==> src/rtl/lab3_sub_pkg.sv <==
// Shared constants for the serial nibble subtractor controller.
// State encoding and slice width used by the controller and bench.
package lab3_sub_pkg;

    localparam int NIBBLE_W = 4;

    typedef enum logic [1:0] {
        ST_IDLE = 2'd0,
        ST_RUN  = 2'd1,
        ST_DONE = 2'd2
    } state_t;

endpackage

==> src/rtl/nibble_sub4.sv <==
// Combinational 4-bit borrow-lookahead subtractor slice.
// Computes D = X - Y - Bin with borrow-out Bout.
module nibble_sub4 (
    input  logic [3:0] X,
    input  logic [3:0] Y,
    input  logic       Bin,
    output logic [3:0] D,
    output logic       Bout
);

    logic [3:0] w_g;
    logic [3:0] w_p;
    logic [3:1] w_b;

    // Generate borrow when 0-1; propagate incoming borrow when bits equal.
    assign w_g = ~X & Y;
    assign w_p = ~(X ^ Y);

    assign w_b[1] = w_g[0] | (w_p[0] & Bin);
    assign w_b[2] = w_g[1] | (w_p[1] & w_g[0])
                  | (w_p[1] & w_p[0] & Bin);
    assign w_b[3] = w_g[2] | (w_p[2] & w_g[1])
                  | (w_p[2] & w_p[1] & w_g[0])
                  | (w_p[2] & w_p[1] & w_p[0] & Bin);
    assign Bout   = w_g[3] | (w_p[3] & w_g[2])
                  | (w_p[3] & w_p[2] & w_g[1])
                  | (w_p[3] & w_p[2] & w_p[1] & w_g[0])
                  | (w_p[3] & w_p[2] & w_p[1] & w_p[0] & Bin);

    assign D = X ^ Y ^ {w_b, Bin};

endmodule

==> src/rtl/lab3_serial_sub_ctrl.sv <==
// Serial multi-nibble subtractor: one 4-bit slice reused LSB nibble first.
// Optional SUB_ZERO_FLAG_EN adds a registered zero-result flag.
module lab3_serial_sub_ctrl
    import lab3_sub_pkg::*;
#(
    parameter int NIBBLES = 4
) (
    input  logic                        clk,
    input  logic                        rst,
    input  logic                        start,
    input  logic [NIBBLE_W*NIBBLES-1:0] A,
    input  logic [NIBBLE_W*NIBBLES-1:0] B,
    input  logic                        Bin,
    output logic                        ready,
    output logic                        busy,
    output logic                        done,
    output logic [NIBBLE_W*NIBBLES-1:0] D,
    output logic                        Bout
`ifdef SUB_ZERO_FLAG_EN
    , output logic                      zero
`endif
);

    localparam int W     = NIBBLE_W * NIBBLES;
    localparam int IDX_W = (NIBBLES > 1) ? $clog2(NIBBLES) : 1;
    localparam logic [IDX_W-1:0] LAST = IDX_W'(NIBBLES - 1);

    state_t             r_state;
    logic [W-1:0]       r_a;
    logic [W-1:0]       r_b;
    logic [W-1:0]       r_d;
    logic               r_borrow;
    logic               r_bout;
    logic [IDX_W-1:0]   r_idx;

    logic [NIBBLE_W-1:0] w_x;
    logic [NIBBLE_W-1:0] w_y;
    logic [NIBBLE_W-1:0] w_dn;
    logic                w_bo;

    assign w_x = r_a[r_idx*NIBBLE_W +: NIBBLE_W];
    assign w_y = r_b[r_idx*NIBBLE_W +: NIBBLE_W];

    nibble_sub4 u_slice (
        .X    (w_x),
        .Y    (w_y),
        .Bin  (r_borrow),
        .D    (w_dn),
        .Bout (w_bo)
    );

`ifdef SUB_ZERO_FLAG_EN
    logic r_nz;
    logic r_zero;

    always_ff @(posedge clk) begin
        if (rst) begin
            r_nz   <= 1'b0;
            r_zero <= 1'b0;
        end else if (r_state == ST_IDLE && start) begin
            r_nz <= 1'b0;
        end else if (r_state == ST_RUN) begin
            r_nz <= r_nz | (|w_dn);
            if (r_idx == LAST)
                r_zero <= ~(r_nz | (|w_dn));
        end
    end

    assign zero = r_zero;
`endif

    always_ff @(posedge clk) begin
        if (rst) begin
            r_state  <= ST_IDLE;
            r_a      <= '0;
            r_b      <= '0;
            r_d      <= '0;
            r_borrow <= 1'b0;
            r_bout   <= 1'b0;
            r_idx    <= '0;
        end else begin
            case (r_state)
                ST_IDLE: begin
                    if (start) begin
                        r_a      <= A;
                        r_b      <= B;
                        r_borrow <= Bin;
                        r_idx    <= '0;
                        r_state  <= ST_RUN;
                    end
                end
                ST_RUN: begin
                    r_d[r_idx*NIBBLE_W +: NIBBLE_W] <= w_dn;
                    r_borrow <= w_bo;
                    // idx holds on the last nibble so it never wraps.
                    if (r_idx == LAST) begin
                        r_bout  <= w_bo;
                        r_state <= ST_DONE;
                    end else begin
                        r_idx <= r_idx + 1'b1;
                    end
                end
                ST_DONE: r_state <= ST_IDLE;
                default: r_state <= ST_IDLE;
            endcase
        end
    end

    assign ready = (r_state == ST_IDLE);
    assign busy  = (r_state == ST_RUN);
    assign done  = (r_state == ST_DONE);
    assign D     = r_d;
    assign Bout  = r_bout;

endmodule

==> config.mk <==
export PLATFORM = sky130hd
export DESIGN_NAME = lab3_serial_sub_ctrl
export DESIGN_NICKNAME = d
export VERILOG_FILES = /design/src/rtl/lab3_sub_pkg.sv /design/src/rtl/nibble_sub4.sv /design/src/rtl/lab3_serial_sub_ctrl.sv
export SDC_FILE = /design/constraint.sdc
export NUM_CORES = 1
export LEC_CHECK = 0
export BUFFER_PORTS_ARGS = -buffer_cell sky130_fd_sc_hd__buf_2
export CAP_MARGIN = 30
export CORE_ASPECT_RATIO = 1.5
export CORE_MARGIN = 4
export CORE_UTILIZATION = 54
export DETAILED_ROUTE_END_ITERATION = 8
export GPL_TIMING_DRIVEN = 1
export PLACE_DENSITY_LB_ADDON = 0.08
export SETUP_SLACK_MARGIN = 0.1
export SLEW_MARGIN = 20
export SYNTH_ARGS = -nofsm -noshare
export SYNTH_HDL_FRONTEND = slang
export SYNTH_HIERARCHICAL = 1
export SYNTH_SLANG_ARGS = --single-unit
==> constraint.sdc <==
create_clock -name clk -period 3.25 [get_ports clk]
set_input_delay 0 -clock clk [delete_from_list [all_inputs] [get_ports clk]]
set_output_delay 0 -clock clk [all_outputs]
set_load 0.03 [all_outputs]
### Yosys cells after proc, flatten, opt, wreduce, memory -nomap -nowiden

Cells that the tools add are included.

| operators by class | value |
|---|---|
| add/sub/neg operators | 2 |
| equal/unequal tests | 6 |
| shift-type cells | 4 |
| multiplexer cells | 9 |
| bitwise operators | 31 |
| reductions and logical operators | 7 |

Operators by type and width:

| kind | number |
|---|---|
| negator 4 -> 34 bit | 1 |
| variable shift 4 x 34 -> 16 bit, first input constant | 1 |
| indexed part select 4 x 34 -> 16 bit | 1 |
| indexed part select 16 x 5 -> 4 bit | 2 |
| bitwise AND 1 bit | 16 |
| bitwise mux 16 bit | 1 |
| OR 1 bit | 10 |
| two-way mux 2 bit | 4 |
| NOT 4 bit | 2 |
| one-hot mux 2 bit (2 select lines) | 2 |
| AND reduction 2 bit | 4 |
| bitwise XOR 4 bit | 2 |
| bitwise AND 4 bit | 1 |
| == test 2 bit, second input constant | 2 |
| inequality test 2 bit, second input constant | 2 |
| AND reduction 3 bit | 1 |
| adder 2 x 1 -> 2 bit, second input constant | 1 |
| == test 2 x 1 -> 1 bit, second input constant | 1 |
| zero test 2 bit | 1 |
| inequality test 2 x 1 -> 1 bit, second input constant | 1 |
| one-hot mux 1 bit (2 select lines) | 1 |
| nonzero test 2 bit | 1 |
| two-way mux 1 bit | 1 |

| word-level totals | value |
|---|---|
| register bits after elaboration | 54 |
| input bits | 36 |
| logic and storage cells | 66 |

### Longest topological paths before layout

Gate-level depths: netlist (run 1).

| logic depth | value |
|---|---|
| word-level depth | 10 |
| depth in mapped cells | 9 |
| gate-level depth less buffers | 8 |

### Cells and area by module

The synthesis (run 1) kept the hierarchy.

By module, submodules not included:

| module | times used | cells an instance | area each (µm²) |
|---|---|---|---|
| lab3_serial_sub_ctrl | 1 | 255 | 2358.5 |
| nibble_sub4 | 1 | 22 | 188.9 |

### Worst setup path before layout (run 1)

No wires, ideal clock.

| path | value |
|---|---|
| path kind | flip-flop to flip-flop |
| start | register r_idx[0] |
| end | register r_borrow |
| setup time | 0.103 ns |
| arrival | 2.252 ns |
| slack | 0.895 ns |
| cell stages (with the launch flop) | 9 |
| period minus slack after synthesis | 2.355 ns |
| cell sequence | dfxtp_1 -> buf_4 -> mux4_1 -> ha_1 -> a21oi_1 -> o21ai_2 -> a21o_1 -> inv_1 -> a2111oi_2 |

| on the way | value |
|---|---|
| elaborated cells on any way between the ends | 18 |
| classes of those cells | 2 x shift; 1 x mux; 15 x bitwise |

RTL lines:

| element | RTL line | RTL |
|---|---|---|
| from (decl) | lab3_serial_sub_ctrl.sv:34 | `logic [IDX_W-1:0] r_idx;` |
| from (signal assigned) | lab3_serial_sub_ctrl.sv:100 | `r_idx <= r_idx + 1'b1;` |
| indexed part select 16 x 5 -> 4 bit (*) | lab3_serial_sub_ctrl.sv:42 | `assign w_y = r_b[r_idx*NIBBLE_W +: NIBBLE_W];` |
| net w_y[1] | lab3_serial_sub_ctrl.sv:37 | `logic [NIBBLE_W-1:0] w_y;` |
| bitwise XOR 4 bit | nibble_sub4.sv:17 | `assign w_p = ~(X ^ Y);` |
| NOT 4 bit | nibble_sub4.sv:17 |  |
| bitwise AND 1 bit | nibble_sub4.sv:27, nibble_sub4.sv:28 |  |
| bitwise AND 1 bit, on equally long branches | nibble_sub4.sv:27, nibble_sub4.sv:28 |  |
| OR 1 bit / bitwise AND 1 bit (equally long branches) | nibble_sub4.sv:27, nibble_sub4.sv:28 |  |
| OR 1 bit (*) | nibble_sub4.sv:28 | `\| (w_p[3] & w_p[2] & w_p[1] & w_p[0] & Bin);` |
| net w_bo | lab3_serial_sub_ctrl.sv:39 | `logic w_bo;` |
| one-hot mux 1 bit (2 select lines) (*) | lab3_serial_sub_ctrl.sv:82 | `case (r_state)` |
| to (signal assigned) | lab3_serial_sub_ctrl.sv:87 | `r_borrow <= Bin;` |
| to (signal assigned) | lab3_serial_sub_ctrl.sv:94 | `r_borrow <= w_bo;` |
| to (decl) | lab3_serial_sub_ctrl.sv:32 | `logic r_borrow;` |

Mark *: on every way through the listed nets, which the timed path passes. The rest lies on a longest branch.
A chain may end at the register's enable or synchronous reset.

### Worst setup path after layout (run 1)

Same ends and word-level chain as after synthesis.

==> impl_metrics.csv, run 1 <==
group,metric,value,unit
floorplanning,io-pin-count,56,
cells_and_area,antenna-diode-count,0,
clocking,post_cts.resized_instances,0,
pwr,power.ir.vdd_worst,0.334,mV
floorplanning,die-width,64.1,um
synth,synth.net_count,325,
pwr,p_sw_share,28.2,%
pwr,switching_power,403,uW
drt,drt_iter0_drc,73,
clocking,clkTransAtPathRegs,0.09,ns
place,routability_congestion_estimate_from_global_placement,0.876,
timing,fmax,350,MHz
floorplanning,rows,30,
global_routing,grt_start_max_net_pins,60,
place,total_instance_count_after_detailed_placement,380,
cells_and_area,area_growth,27.6,%
global_routing,grt_util_all_layers,21.7,%
min_path,holdCritStartpoint,"Bin",
place,post-place-ws,0.460,ns
setup_path,worst-setup-path-type,"flop to flop",
pwr,intPower,1020,uW
cells_and_area,net_count_of_the_finished_layout,404,
clocking,post_cts_setup_buffers,0,
timing,skew,0.00527,ns
global_routing,grt_pass1_wl,10.1,mm
setup_path,worstSetupStartpointType,"flop",
setup_path,endpoint_kind,"flop",
drt,detail_route.vias_per_cell,5.27,
pwr,power_density,439,nW/um2
synth,avgSynthCellArea,9.20,um2
setup_path,r2r_setup_slack,0.39,ns
timing,rsz0062_at_grt,"false",
timing,finalCriticalPeriod,2.86,ns
cells_and_area,drive_gt1_share,21.6,%
setup_path,worstPathMaxFanout,17,
timing,setup_viol_count_final,0,
timing,hold_violations,0,
clocking,cts_max_path_buffers,2,
flow_run,max_cap_viol_count,0,
timing,slew_violations,0,
floorplanning,start_util,56.1,%
drt,remaining_drc_errors,0,
global_routing,number_of_antenna_violations_at_the_first_check_in_global_routing,0,
place,port_buffers,55,
clocking,cts_root_buf,"sky130_fd_sc_hd__clkbuf_8",
pwr,seqPwrFrac,50.7,%
floorplanning,die_height,92.1,um
clocking,worstSkewPairLatency,0.31,ns
setup_path,start_point_of_the_critical_path,"r_idx[0]",
pwr,clkPwrFrac,29.2,%
setup_path,worst-endpoint-required,3.46,ns
global_routing,number_of_global_route_vias_before_repair,2246,
drt,postRouteWirelength,5.94,mm
cells_and_area,cell_count_final_fillers_out,421,
timing,timing.slew.headroom,46.7,%
global_routing,globalRoute.totalOverflow,0,
timing,totalNegativeSetupSlack,0,ns
clocking,cts_buffers,5,
synth,synth_area,2550,um2
synth,postSynthRegisterBits,54,
clocking,htree_num_levels,2,
clocking,clock_sink_count,54,
setup_path,reg2reg_from,"r_idx[0]",
synth,netlist-cell-type-count,36,
floorplanning,core_region_area,4540,um2
timing,crit_share_post_route,87.9,%
timing,post-route-worst-setup-slack,0.395,ns
synth,cells_after_synth,277,
timing,worst_pin_slew,0.798,ns
pwr,power.share.combinational,20.1,%
synth,netlist.area_leader.share,42.4,%
setup_path,timing.critical_path.arrival,3.07,ns
place,place_hpwl,3.86,mm
pwr,power_leakage,0.00136,uW
synth,synthTopCellsByArea,"sky130_fd_sc_hd__dfxtp_1 42%, sky130_fd_sc_hd__nand2_1 10%, sky130_fd_sc_hd__a21oi_1 7.9%",
synth,synth-seq-area-share,42.4,%
floorplanning,die_area,5900,um2
outcome,result_of_the_run,"finished, final reports clean",
drt,routed-via-count,2217,
drt,remaining_antenna_violation_count,0,
synth,yosys.area.top_type,"sky130_fd_sc_hd__dfxtp_1",
pwr,power.total,1430,uW
drt,detail_route.first_pass.iterations,4,
drt,wl_per_cell,14.1,um
min_path,hold_path_class,"input pin to flop",
clocking,number_of_buffers_inserted_for_hold_repair_after_clock_tree_synthesis,32,
synth,synth-warning-count,6,
clocking,tritoncts_clock_tree,"yes",
cells in the final DEF, fill, tap and decap left out, types with 2 or more instances in the layout:
| cell | instances |
|---|---|
| sky130_fd_sc_hd__nor2_1 | 8 |
| sky130_fd_sc_hd__nand3_1 | 6 |
| sky130_fd_sc_hd__a21o_1 | 2 |
| sky130_fd_sc_hd__nand2_1 | 69 |
| sky130_fd_sc_hd__ha_1 | 11 |
| sky130_fd_sc_hd__a21oi_1 | 40 |
| sky130_fd_sc_hd__dfxtp_1 | 54 |
| sky130_fd_sc_hd__dlygate4sd3_1 | 32 |
| sky130_fd_sc_hd__or3b_1 | 2 |
| sky130_fd_sc_hd__inv_1 | 18 |
| sky130_fd_sc_hd__nand3b_1 | 4 |
| sky130_fd_sc_hd__buf_4 | 2 |
| sky130_fd_sc_hd__buf_2 | 55 |
| sky130_fd_sc_hd__nand4b_1 | 2 |
| sky130_fd_sc_hd__clkbuf_8 | 7 |
| sky130_fd_sc_hd__and3b_1 | 3 |
| sky130_fd_sc_hd__nand2b_1 | 4 |
| sky130_fd_sc_hd__a32oi_1 | 4 |
| sky130_fd_sc_hd__mux4_2 | 2 |
| sky130_fd_sc_hd__mux4_1 | 6 |
| sky130_fd_sc_hd__o32ai_1 | 8 |
| sky130_fd_sc_hd__and4bb_2 | 2 |
| sky130_fd_sc_hd__xnor2_1 | 2 |
cells in the mapped netlist (all sizes together):
cell / n
ha: 11
and3b: 3
inv: 18
nand4: 1
o21ai: 1
a21o: 2
or3b: 2
mux4: 8
nand3b: 4
fa: 1
clkbuf: 6
nand2b: 4
a32oi: 4
nor3: 1
nand4b: 2
buf: 12
o31ai: 1
a21oi: 41
dfxtp: 54
nand3: 6
and2b: 1
nand2: 69
nor2: 8
o32ai: 8
nor2b: 1
xor2: 1
nor3b: 1
xnor2: 2
a41oi: 1
a2111oi: 1
and4bb: 2
flip-flops by register name (all words and copies together), names as in the netlist:
| register | cells |
|---|---|
| Bout | 1 |
| D | 16 |
| r_a | 16 |
| r_b | 16 |
| r_borrow | 1 |
| r_idx | 2 |
| r_state | 2 |
per-layer routing:
| metal | GRT usage [%] | share of wire, % | up-vias |
|---|---|---|---|
| li1 | - | - | 1115 |
| met2 | 39.5 | 54 | 49 |
| met5 | 0 | 0 | - |
| met4 | 10.1 | 2.8 | 0 |
| met1 | 24.0 | 40 | 1038 |
| met3 | 3.31 | 3.9 | 15 |
final cells by class:
cell class | count | area, um2
inverter | 18 | 67.6
clock buffer | 7 | 96.3
clock inverter | 1 | 8.76
timing repair buffer | 90 | 638
sequential | 54 | 1080
tap | 64 | 80.1
multi-input combinational | 187 | 1280
fill | 354 | 1290
path summary, 6_finish.rpt:
path	end	cells past startpoint
worst max-delay path	r_borrow	7
worst min register to register	D[5]	2
worst max register to register	r_borrow	7
worst min-delay path	r_borrow	3
critical path, cell delays in order (launching register included):
cell and delay (ns):
sky130_fd_sc_hd__dfxtp_1 0.85, sky130_fd_sc_hd__mux4_1 0.69, sky130_fd_sc_hd__ha_1 0.40, sky130_fd_sc_hd__a21oi_1 0.12, sky130_fd_sc_hd__o21ai_2 0.16, sky130_fd_sc_hd__a21o_1 0.19
sky130_fd_sc_hd__inv_1 0.07, sky130_fd_sc_hd__a2111oi_2 0.28
power by group through the flow:
stage / logic, uW / clock network (uW) / registers, uW
after global routing: 319 / 448 / 728
after CTS: 280 / 430 / 723
after detailed placement: 249 / 0 / 738
after floorplan: 194 / 0 / 731
after global placement: 246 / 0 / 738
final: 287 / 416 / 723
cells by family after synthesis:
logic type,count (synthesis),synth area share [%]
buffers and inverters,36,7.42
AOI/OAI and AO/OA,59,15.0
muxes,8,7.96
adders and majority gates,12,6.19
xor gates and xnor gates,3,1.03
and+or+nand+nor,105,20.0
DFF,54,42.4
per-stage QoR:
step | area [um2] | hold slack, ns | util, %
2_1_floorplan | 2550 | 0.136 | -
3_3_place_gp | 2800 | 0.241 | 61.6
3_5_place_dp | 2800 | 0.246 | 61.6
4_1_cts | 3220 | 0.0393 | 70.9
5_1_grt | 3250 | 0.0496 | 71.5
6_report | 3250 | 0.0412 | 71.5
Power figures use the tool's default switching activity.
==> inputs of run 2 (changes only) <==
Settings changed: PLACE_DENSITY set to 0.9, PLACE_DENSITY_LB_ADDON 0.08 to not set.
==> run 2 against run 1 <==
Effect of this change:
- global-route usage increased by 0.85 points
- non-clock buffer count increased by 1
- flip-flop and latch count unchanged
- clock skew increased by 0.0012 ns
- hold slack got worse by 0.016 ns
- routed wire length increased by 4.5%
- sequential power about the same
- setup slack improved by 0.25 ns
- die area unchanged
- clock power decreased by 11%
- combinational power increased by 2%
- power decreased by 3.0%
- largest cell class unchanged
==> impl_metrics.csv, run 2 (synthesized netlist as in run 1, its figures left out) <==
group,metric,value,unit
min_path,hold_path_class,"input pin to flop",
cells_and_area,fill_cells,334,
cells_and_area,layout.cells.most_common_list,"69 x sky130_fd_sc_hd__nand2_1, 55 x sky130_fd_sc_hd__buf_2, 54 x sky130_fd_sc_hd__dfxtp_1, 40 x sky130_fd_sc_hd__a21oi_1, 32 x sky130_fd_sc_hd__dlygate4sd3_1",
drt,drt_iter0_drc,128,
timing,slew_violations,0,
cells_and_area,antenna-diode-count,0,
global_routing,number_of_global_route_vias_before_repair,2345,
pwr,seqPwrFrac,52.1,%
drt,detail_route.first_pass.iterations,4,
global_routing,grt_start_max_net_pins,60,
setup_path,crit_path_max_incr_delay,0.69,ns
pwr,intPower,981,uW
timing,timing.slew.headroom,67.9,%
cells_and_area,layout_commonest_cell,"sky130_fd_sc_hd__nand2_1",
timing,fmax,384,MHz
floorplanning,die_area,5900,um2
cells_and_area,drive_gt1_share,21.5,%
clocking,clkTransAtPathRegs,0.09,ns
pwr,power_leakage,0.00135,uW
drt,wl_per_cell,14.7,um
timing,worst_pin_slew,0.480,ns
setup_path,worst-endpoint-required,3.47,ns
clocking,post_cts_setup_buffers,0,
outcome,result_of_the_run,"finished, final reports clean",
global_routing,grt_pass1_wl,10.5,mm
clocking,cts_root_buf,"sky130_fd_sc_hd__clkbuf_8",
clocking,clock_sink_count,54,
pwr,switching_power,402,uW
floorplanning,start_util,56.1,%
global_routing,number_of_antenna_violations_at_the_first_check_in_global_routing,0,
setup_path,cpLargestDelayFamily,"multiplexers",
setup_path,endpoint_kind,"flop",
drt,remaining_drc_errors,0,
pwr,power.share.combinational,21.2,%
timing,finalCriticalPeriod,2.60,ns
place,dpl_cell_area,2800,um2
floorplanning,rows,30,
setup_path,worst-path-buf-inv,1,
pwr,power_density,428,nW/um2
cells_and_area,area_growth,26.8,%
cells_and_area,net_count_of_the_finished_layout,405,
floorplanning,die_height,92.1,um
place,place_hpwl,4.05,mm
cells_and_area,stdcell_area,3230,um2
setup_path,cp_slowest_cell,"sky130_fd_sc_hd__mux4_1",
place,port_buffers,55,
pwr,clkPwrFrac,26.7,%
pwr,power.ir.vdd_worst,0.313,mV
pwr,p_sw_share,29.1,%
setup_path,worst-setup-path-type,"flop to flop",
flow_run,max_cap_viol_count,0,
clocking,worstSkewPairLatency,0.31,ns
setup_path,worstSetupStartpointType,"flop",
global_routing,globalRoute.totalOverflow,0,
setup_path,timing.critical_path.arrival,2.82,ns
clocking,cts_max_path_buffers,2,
drt,postRouteWirelength,6.21,mm
setup_path,worstPathMaxFanout,10,
setup_path,critical_path.cell_chain,"mux4_1 -> inv_1 -> ha_1 -> a41oi_2 -> o21ai_2 -> xnor2_1 -> nand2b_1 -> o32ai_1",
timing,skew,0.00648,ns
floorplanning,die-width,64.1,um
timing,setup_viol_count_final,0,
place,routability_congestion_estimate_from_global_placement,0.928,
global_routing,grt_util_all_layers,22.5,%
drt,routed-via-count,2308,
floorplanning,core_region_area,4540,um2
clocking,htree_num_levels,2,
timing,hold_violations,0,
drt,detail_route.vias_per_cell,5.47,
clocking,tritoncts_clock_tree,"yes",
timing,crit_share_post_route,80.0,%
drt,remaining_antenna_violation_count,0,
clocking,cts_buffers,5,
floorplanning,io-pin-count,56,
timing,rsz0062_at_grt,"false",
timing,totalNegativeSetupSlack,0,ns
run 2: final cells by class:
cell class / count / area, um2 / share of cell area (%)
clock buffers: 6 / 72.6 / 2.25
clock inverters: 2 / 13.8 / 0.426
inverters: 18 / 67.6 / 2.09
multi-input cells: 187 / 1280 / 39.5
flip-flops and latches: 54 / 1080 / 33.5
well taps: 64 / 80.1 / 2.48
repair buffers: 91 / 638 / 19.8
run 2: timing repair:
action	CTS	global route
hold buffers	32	0
hold endpoints to repair	32	0
gates resized for setup	0	0
run 2: worst register-to-register path, delay by kind of cell (launching register included):
family | cells | cell delay, ns
mux | 1 | 0.69
flops | 1 | 0.63
compound gates | 3 | 0.42
fa+ha+maj | 1 | 0.27
xor+xnor | 1 | 0.26
buf+inv | 1 | 0.12
simple gates | 1 | 0.12
run 2: per-stage QoR:
| stage | setup WS (ns) | hold slack [ns] | power, uW | instances | utilization [%] |
|---|---|---|---|---|---|
| 3_5_place_dp | 0.665 | 0.246 | 989 | 381 | 61.7 |
| 4_1_cts | 0.635 | 0.0685 | 1380 | 421 | 70.7 |
| 3_3_place_gp | 0.770 | 0.241 | 977 | 381 | 61.7 |
| 6_report | 0.649 | 0.0252 | 1380 | 422 | 71.1 |
| 2_1_floorplan | 0.895 | 0.136 | 925 | 277 | - |
| 5_1_grt | 0.453 | 0.0468 | 1450 | 422 | 71.1 |
run 2: per-layer routing:
layer | vias up | global-route usage [%] | routed length [um]
met1 | 1099 | 23.3 | 2300
met2 | 70 | 41.3 | 3440
met4 | 0 | 13.5 | 240
met5 | - | 0 | 0
li1 | 1115 | - | -
met3 | 24 | 3.55 | 232
run 2: path summary, 6_finish.rpt:
path                                from  endpoint  slack, ns  cells after the start
worst max-delay path            r_idx[0]     D[15]       0.65                      8
worst min register to register    r_a[7]    r_a[7]       0.46                      2
worst max register to register  r_idx[0]     D[15]       0.65                      8
worst min-delay path                 rst      D[3]       0.03                      2
run 2: power groups by stage:
stage	clock network (uW)	registers (uW)	logic (uW)
detailed placement	0	736	253
global placement	0	734	242
CTS	377	721	284
floorplan	0	731	194
global route	402	725	322
finish	369	721	293
